## config.mk

```make
export PLATFORM = sky130hd
export DESIGN_NAME = regfile_wb_queue
export DESIGN_NICKNAME = d
export VERILOG_FILES = /design/src/rtl/regfile_pkg.sv /design/src/rtl/regfile_wb_match.sv /design/src/rtl/regfile_wb_queue.sv
export SDC_FILE = /design/constraint.sdc
export NUM_CORES = 1
export LEC_CHECK = 0
export BUFFER_PORTS_ARGS = -buffer_cell sky130_fd_sc_hd__buf_2
export CAP_MARGIN = 25
export CORE_ASPECT_RATIO = 1.2
export CORE_UTILIZATION = 45
export DETAILED_ROUTE_END_ITERATION = 8
export PLACE_DENSITY = 0.67
export SLEW_MARGIN = 20
export SYNTH_ARGS = -nofsm -noshare
export SYNTH_HDL_FRONTEND = slang
export SYNTH_SLANG_ARGS = --single-unit
```

## constraint.sdc

```tcl
create_clock -name clk -period 2.8 [get_ports clk]
set_clock_uncertainty 0.2 [all_clocks]
set_input_delay 0.14 -clock clk [delete_from_list [all_inputs] [get_ports clk]]
set_output_delay 0.14 -clock clk [all_outputs]
set_load 0.1 [all_outputs]
```

## src/rtl/regfile_pkg.sv

```systemverilog
// -----------------------------------------------------------------------------
// regfile_pkg
//   Shared constants and types for the 64x32 register file and its
//   writeback queue front end.
//
//   REG_AW     register address width (64 registers)
//   REG_DW     register data width
//   NUM_REGS   number of architectural registers
//   wb_entry_t one pending writeback: destination register plus result data
// -----------------------------------------------------------------------------
package regfile_pkg;

  localparam int REG_AW   = 6;
  localparam int REG_DW   = 32;
  localparam int NUM_REGS = 64;

  typedef struct packed {
    logic [REG_AW-1:0] rd;
    logic [REG_DW-1:0] data;
  } wb_entry_t;

endpackage : regfile_pkg

```

## src/rtl/regfile_wb_match.sv

```systemverilog
// -----------------------------------------------------------------------------
// regfile_wb_match
//   Combinational newest-first forwarding lookup over the writeback queue
//   entries and the register file output stage.
//
//   Ports:
//     addr       in   register being looked up
//     ent_valid  in   per-slot valid, slot 0 oldest .. slot DEPTH-1 newest
//     ent_rd     in   per-slot destination register (same age order)
//     ent_data   in   per-slot data (same age order)
//     out_valid  in   output stage holds a write this cycle (wrt)
//     out_rd     in   output stage destination register
//     out_data   in   output stage data
//     hit        out  some pending or in-flight write targets addr
//     fwd        out  newest matching data, 0 when hit is 0
// -----------------------------------------------------------------------------
module regfile_wb_match
  import regfile_pkg::*;
#(
  parameter int DEPTH = 4,
  parameter int AW    = REG_AW,
  parameter int DW    = REG_DW
) (
  input  logic [AW-1:0]             addr,
  input  logic [DEPTH-1:0]          ent_valid,
  input  logic [DEPTH-1:0][AW-1:0]  ent_rd,
  input  logic [DEPTH-1:0][DW-1:0]  ent_data,
  input  logic                      out_valid,
  input  logic [AW-1:0]             out_rd,
  input  logic [DW-1:0]             out_data,
  output logic                      hit,
  output logic [DW-1:0]             fwd
);

  // Scan from oldest (output stage) to newest queue slot; each later match
  // overrides the earlier one, so the youngest writer wins.
  always_comb begin
    // NOTE: every output gets a default before any conditional assignment;
    // leaving a path unassigned in combinational logic infers a latch.
    hit = 1'b0;
    fwd = '0;
    if (out_valid && (out_rd == addr)) begin
      hit = 1'b1;
      fwd = out_data;
    end
    for (int i = 0; i < DEPTH; i++) begin
      if (ent_valid[i] && (ent_rd[i] == addr)) begin
        hit = 1'b1;
        fwd = ent_data[i];
      end
    end
  end

endmodule : regfile_wb_match

```

## src/rtl/regfile_wb_queue.sv

```systemverilog
// -----------------------------------------------------------------------------
// regfile_wb_queue
//   Writer-side front end for the 64x32 register file. Writeback results are
//   accepted into an in-order queue and drained one per cycle onto the
//   register file write port (wrt/rd/datain), which the register file samples
//   on the following negedge. Two combinational lookups (rs, rt) report the
//   newest pending value for a register, covering the queue and the output
//   stage.
//
//   Ports:
//     clk, rst            clock; synchronous active-high reset
//     in_valid/in_ready   writeback handshake (in_ready == !full)
//     in_rd, in_data      writeback destination and data
//     hold                suppress draining (queue still accepts)
//     wrt, rd, datain     registered register file write port
//     q_rs -> rs_hit/rs_fwd   forwarding lookup A
//     q_rt -> rt_hit/rt_fwd   forwarding lookup B
//     count, empty, full  queue occupancy (output stage not included)
// -----------------------------------------------------------------------------
module regfile_wb_queue
  import regfile_pkg::*;
#(
  parameter int DEPTH = 4,        // power of two, >= 2
  parameter int AW    = REG_AW,   // must match wb_entry_t field widths
  parameter int DW    = REG_DW
) (
  input  logic                       clk,
  input  logic                       rst,
  input  logic                       in_valid,
  output logic                       in_ready,
  input  logic [AW-1:0]              in_rd,
  input  logic [DW-1:0]              in_data,
  input  logic                       hold,
  output logic                       wrt,
  output logic [AW-1:0]              rd,
  output logic [DW-1:0]              datain,
  input  logic [AW-1:0]              q_rs,
  output logic                       rs_hit,
  output logic [DW-1:0]              rs_fwd,
  input  logic [AW-1:0]              q_rt,
  output logic                       rt_hit,
  output logic [DW-1:0]              rt_fwd,
  output logic [$clog2(DEPTH+1)-1:0] count,
  output logic                       empty,
  output logic                       full
);

  localparam int PW = $clog2(DEPTH);
  localparam int CW = $clog2(DEPTH+1);

  wb_entry_t       mem [DEPTH];
  logic [PW-1:0]   wr_ptr;
  logic [PW-1:0]   rd_ptr;
  logic            push;
  logic            pop;

  assign empty    = (count == '0);
  assign full     = (count == CW'(DEPTH));
  assign in_ready = !full;

  // No bypass when full: a same-cycle drain does not open a slot until the
  // edge, so a request arriving while full is simply held off.
  assign push = in_valid && in_ready;
  assign pop  = !empty && !hold;

  // NOTE: the storage array has no reset. Only the pointers and count
  // define which slots are live, so clearing them discards every entry.
  always_ff @(posedge clk) begin
    if (push) begin
      mem[wr_ptr] <= '{rd: in_rd, data: in_data};
    end
  end

  // Pointers, occupancy and the registered register file write port.
  always_ff @(posedge clk) begin
    // NOTE: clocked state uses non-blocking assignments so every register
    // samples pre-edge values, independent of statement order.
    if (rst) begin
      wr_ptr <= '0;
      rd_ptr <= '0;
      count  <= '0;
      wrt    <= 1'b0;
      rd     <= '0;
      datain <= '0;
    end else begin
      if (push) begin
        wr_ptr <= wr_ptr + 1'b1;
      end
      if (pop) begin
        rd_ptr <= rd_ptr + 1'b1;
        wrt    <= 1'b1;
        rd     <= mem[rd_ptr].rd;
        datain <= mem[rd_ptr].data;
      end else begin
        // rd/datain keep their last values; only the enable drops.
        wrt <= 1'b0;
      end
      unique case ({push, pop})
        2'b10:   count <= count + 1'b1;
        2'b01:   count <= count - 1'b1;
        default: count <= count;
      endcase
    end
  end

  // Present the live queue slots to the matchers in age order
  // (slot 0 = head/oldest). Slots beyond count are masked off.
  logic [DEPTH-1:0]         age_valid;
  logic [DEPTH-1:0][AW-1:0] age_rd;
  logic [DEPTH-1:0][DW-1:0] age_data;

  always_comb begin
    age_valid = '0;
    age_rd    = '0;
    age_data  = '0;
    for (int i = 0; i < DEPTH; i++) begin
      age_valid[i] = (CW'(i) < count);
      age_rd[i]    = mem[rd_ptr + PW'(i)].rd;
      age_data[i]  = mem[rd_ptr + PW'(i)].data;
    end
  end

  regfile_wb_match #(
    .DEPTH (DEPTH),
    .AW    (AW),
    .DW    (DW)
  ) u_match_rs (
    .addr      (q_rs),
    .ent_valid (age_valid),
    .ent_rd    (age_rd),
    .ent_data  (age_data),
    .out_valid (wrt),
    .out_rd    (rd),
    .out_data  (datain),
    .hit       (rs_hit),
    .fwd       (rs_fwd)
  );

  regfile_wb_match #(
    .DEPTH (DEPTH),
    .AW    (AW),
    .DW    (DW)
  ) u_match_rt (
    .addr      (q_rt),
    .ent_valid (age_valid),
    .ent_rd    (age_rd),
    .ent_data  (age_data),
    .out_valid (wrt),
    .out_rd    (rd),
    .out_data  (datain),
    .hit       (rt_hit),
    .fwd       (rt_fwd)
  );

endmodule : regfile_wb_queue
```

**Yosys cells after proc, flatten, opt, wreduce, memory -nomap -nowiden**

Memories as Yosys holds them, arrays and structs flattened. A register that Yosys moved wholly into a read port is not among the register bits.
Cells that the tools add are included.

- Word-level logic and storage cells: 73
- Memories kept: 1
- Flip-flop bits (word level): 46
- Input port bits: 54
- Output and inout port bits: 111
- Bits in writable memories: 152

- Muxes and demuxes: 26
- $add $sub $neg: 6
- Magnitude comparators: 4
- Reduce and logical (&&, ||, !) cells: 17
- Eq/ne operators: 13

Memory list:

| name | words | width | read ports | clocked after memory_dff | write ports | line | text |
|---|---|---|---|---|---|---|---|
| mem | 4 | 38 | 4 | 1 | 1 | regfile_wb_queue.sv:51 | `wb_entry_t mem [DEPTH];` |

Operator list:

| cell | number |
|---|---|
| 32-bit two-way mux | 10 |
| 6-bit == test | 10 |
| 1-bit two-way mux | 13 |
| 1-bit logical AND | 12 |
| 1-bit by 3-bit < comparator with 1-bit output (first input constant) | 2 |
| 2-bit by 3-bit < comparator with 1-bit output (first input constant) | 2 |
| 3-bit case mux with 2 select lines | 1 |
| 2-bit by 1-bit adder with 2-bit output (second input constant) | 2 |
| 2-bit adder (second input constant) | 2 |
| 2-bit two-way mux | 2 |
| 3-bit by 1-bit adder with 3-bit output (second input constant) | 1 |
| 3-bit == test (second input constant) | 1 |
| 1-bit logical NOT | 3 |
| 3-bit logical NOT | 1 |
| 3-bit by 1-bit subtractor with 3-bit output (second input constant) | 1 |
| 2-bit by 1-bit == test with 1-bit output (second input constant) | 1 |
| 2-bit == test (second input constant) | 1 |
| 2-bit nonzero test | 1 |

**Logic depth before layout (Yosys ltp)**

- Depth after elaboration: 7
- Depth in mapped cells: 12
- Gate-level depth less buffers: 9

**Hierarchy**

A second synthesis with hierarchy kept.

- Cells, all modules: 1080
- Area total of the unflattened synthesis: 13716.9 µm²

Modules (own cells, without submodules):

| module | instances | sequential area each (µm²) | cells each | area an instance (µm²) |
|---|---|---|---|---|
| regfile_wb_queue | 1 | 5525.3 | 486 | 9890.7 |
| regfile_wb_match | 2 | 0.0 | 297 | 1913.1 |

**Worst setup path after synthesis**

No wires, ideal clock.

- Path kind: reg-to-output
- Start point: reg count[1]
- End point: out rt_fwd[14]
- Stages on the path, launching flop included: 10
- Buffers on the path: 2
- Data required time: 2.460 ns
- Arrival time: 4.753 ns
- Slack: -2.293 ns
- Path through: dfxtp_1 -> inv_1 -> ha_1 -> o21bai_1 -> and4_1 -> and4_1 -> buf_2 -> clkbuf_1 -> a221oi_1 -> o31ai_1

- Word-level cells in the longest chain between the ends: 6
- Elaborated cells on any way between the ends: 12
- Those cells by class: 4 x order compare; 4 x mux; 4 x reduce/logical

RTL lines:

| item | line | text |
|---|---|---|
| from (decl) | regfile_wb_queue.sv:43 | `output logic [$clog2(DEPTH+1)-1:0] count,` |
| from (signal assigned) | regfile_wb_queue.sv:99 | `2'b10: count <= count + 1'b1;` |
| from (signal assigned) | regfile_wb_queue.sv:100 | `2'b01: count <= count - 1'b1;` |
| from (signal assigned) | regfile_wb_queue.sv:101 | `default: count <= count;` |
| 1-bit by 3-bit < comparator with 1-bit output | regfile_wb_queue.sv:117 | `age_valid[i] = (CW'(i) < count);` |
| 1-bit logical AND | regfile_wb_match.sv:47 | `if (ent_valid[i] && (ent_rd[i] == addr)) begin` |
| 32-bit two-way mux (3 in a row) | regfile_wb_match.sv:47 |  |
| 32-bit two-way mux * | regfile_wb_match.sv:47 |  |
| to (decl) | regfile_wb_queue.sv:42 | `output logic [DW-1:0] rt_fwd,` |

Every way passes the cells marked *; elsewhere a longest branch is shown, timed or not.

==> results.md <==
* Global Route Usage Sum at 29.4%
* Max clock buf depth at 2
* Area share of the largest cell type after synthesis at 34.4%
* Hold Vio Cnt, Final at 0
* P per Cell Area at 734 mW/mm^2
* Most instantiated cells after synthesis: edfxtp_1, nand2_1, a21oi_1, nor2_1, mux4_2
* Largest cells by area after synthesis: edfxtp_1, mux4_2, dfxtp_1, mux2i_1, mux2_2
* Filler cells at 2094
* DRT antenna net count at 0
* Global route overflow at 0
* Top cell by count, worst path: buf_12
* Final nets at 1564
* Mux cell area share after synthesis at 25.9%
* Critical path arrival at 3430 ps
* Hpwl dp at 29000 um
* Critical path's slowest cell: mux4_2
* Core box area at 0.0289 sq mm
* Final setup violation count at 66
* Sequential share of power at 28.2%
* Count leader, synth: edfxtp_1
* Worst Setup End Kind: primary output
* Fmax at 265 MHz
* Rel. slew slack at 46.4%
* Residual DRC at 0
* Comb power frac at 55.3%
* Maximum VDD drop at 735 uV
* Post-synthesis simple-gate area fraction at 10.4%
* Post-synth top flop: edfxtp_1
* Req. time, crit path at 2460 ps
* Port bufs at 164
* Initial Util at 45.9%
* Full die area at 0.0302 sq mm
* First-pass GRT wire length at 67100 um
* Number of DRC markers in iteration 0 at 1095
* Internal Dissipation at 0.00781 W
* WHS Path Cells at 4
* Layout area overhead at 44.8%
* Violated checks: negative setup slack
* Yosys top cell by area: edfxtp_1
* Largest net degree at the start of global routing at 69
* Root buffer cell: clkbuf_16
* Post-synth EDFFs at 152
* FP Rows at 68
* Lkg Pwr at 7.04 nW
* Placer Congestion at 0.905
* CP Class: register to primary output
* DR WL/cell at 23.9 um
* # IOs at 165
* Die Span Y at 190 um
* Final period util at 135%
* Sw Ratio at 44.7%
* RSZ-0062 raised after global routing: true
* Final core occ at 66.5%
* Synth Area in XOR/XNOR at 4.35%
* Clk_lat worst skew at 450 ps
* Total number of yosys warnings at 0
* Pre-CTS setup slack at -598 ps
* Die Wd at 159 um
* Register-to-Register Path Depth at 8
* Max incr delay on CP at 560 ps
* Num Clock Sinks at 200
* Vias/cell at 6.23
* Vias at 11833
* Synth cell types at 43
* Initial antenna violation count at 1
* Post-Layout Inst Area at 0.0192 sq mm
* Synth Register Bits at 200
* Worst Tran Pin Value at 804 ps
* Clock period minus worst slack at 3770 ps
* Main combinational cell family by area after synthesis: multiplexers
* Final Max Tran Viols at 0
* Syn Std Cell Area at 0.0133 sq mm
* Sw power at 0.00632 W
* Mapped Cells at 1202
* Worst path cell trace: mux4_2 -> buf_4 -> xor2_1 -> nor4_4 -> buf_6 -> buf_12 -> buf_16 -> mux2i_2 -> mux2i_1 -> a221o_2 -> buf_12
* CTS tree: yes
* Clk pwr share at 16.6%
* H-tree Lvls at 4
* CP Launch Type: register
* CTS buffer count at 17
* Outcome: finished, violations left
* Syn avg cell area at 11.1 sq um
* Worst setup margin at -967 ps
* Detailed Routing Iterations Pass 1 at 5
* Placed cell areas at 0.0168 sq mm
* Worst Hold Class: primary input to register
* CTS clk-pin slew, worst paths at 70 ps
* Async SR Flop Fraction at 0%
* Net Count, Synth at 1265
* Layout cells sized above 1 at 46.9%
* Critical Path Fanout Max at 8
* Number of global-route vias before repair at 11552
* Register area share after synthesis at 41.6%
* Compound-Gate Fraction of Synth Area at 12.1%
* Post-synthesis adder-cell area fraction at 0.847%
* WL final at 45500 um
* Max-Cap Viols at 0
cell type report:
type                            instances  area, sq um  share of cell area, %
Multi-Input combinational cell        850         8240                   42.9
Sequential cell                       200         5560                   28.9
Timing Repair Buffer                  393         4250                   22.1
Tap cell                              385          482                   2.50
Clock buffer                           17          425                   2.21
Inverter                               39          149                  0.774
Clock inverter                         15          121                  0.631
Antenna cell                            1         2.50                 0.0130
worst paths after layout:
| kind | start | to | slack [ps] |
|---|---|---|---|
| min reg2reg | rd[2] | rd[2] | 290 |
| max | mem[2][36] | rs_fwd[30] | -970 |
| min | in_valid | wr_ptr[0] | 50 |
| max reg2reg | count[0] | rd[4] | 380 |
through the flow:
| step | power [W] | TNS (ps) | hold slack [ps] | instances |
|---|---|---|---|---|
| 6_report | 0.0141 | -58260 | 45.9 | 1900 |
| 4_1_cts | 0.0138 | -57410 | 32.9 | 1874 |
| 5_1_grt | 0.0147 | -63810 | 100 | 1899 |
| 2_1_floorplan | 0.00925 | -20740 | 38.9 | 1202 |
| 3_5_place_dp | 0.0111 | -34380 | 157 | 1774 |
| 3_3_place_gp | 0.0110 | -34700 | 150 | 1774 |
sequential cells by signal, indices dropped and copies added (netlist names), named ones only:
name,cells
wrt,1
datain,32
rd_ptr,2
rd,6
wr_ptr,2
mem,152
count,3
power by group through the flow:
| stage | combinational (W) | clock [W] | sequential, W |
|---|---|---|---|
| 2_1_floorplan | 0.00428 | 0 | 0.00497 |
| 3_3_place_gp | 0.00705 | 0 | 0.00398 |
| 3_5_place_dp | 0.00714 | 0 | 0.00401 |
| 4_1_cts | 0.00751 | 0.00236 | 0.00396 |
| 5_1_grt | 0.00820 | 0.00247 | 0.00402 |
| 6_report | 0.00780 | 0.00234 | 0.00398 |
layer usage:
layer	share of wire, %	global-route usage [%]
met1	38	36.3
met2	50	50.8
met3	7.6	3.61
met4	4.6	15.3
met5	0	0
logic make-up after synthesis:
logic type      after synthesis
simple gates                313
compound gates              233
mux                         229
flops                       200
buf+inv                     152
xor+xnor                     66
fa+ha+maj                     9
timing repair:
item / in CTS / in global routing
hold endpoints to repair: 170 / 0
gates resized for setup: 107 / 96
hold buffers: 41 / 0
buffers inserted: 21 / 28
pin swaps: 6 / 5
gates cloned: 6 / 2
setup endpoints to repair: 66 / 66
layout by cell type (no fill, tap or decap), drive strengths merged, types with 5 or more instances in the layout:
cell type    Yosys  final
buf             40    348
edfxtp         152    152
nand2          120    120
a21oi          109    109
nor2           102    102
mux4            85     85
mux2i           82     82
mux2            62     62
a221o           60     60
dfxtp           48     48
xnor2           46     46
inv             39     44
dlygate4sd3      0     41
nor3            33     33
a221oi          27     27
nor2b           24     24
o21ai           23     23
xor2            20     20
clkbuf          73     19
ha               9      9
nand4            8      8
clkinv           0      7
o31ai            5      5
worst max-delay path: cells and delay by family (launching register included):
kind	cells	cell delay, ps
buf+inv	5	780
xor+xnor	1	160
mux	3	890
simple gates	1	260
compound gates	1	420
flops	1	450
No activity file was read; power rests on OpenSTA's default activity.
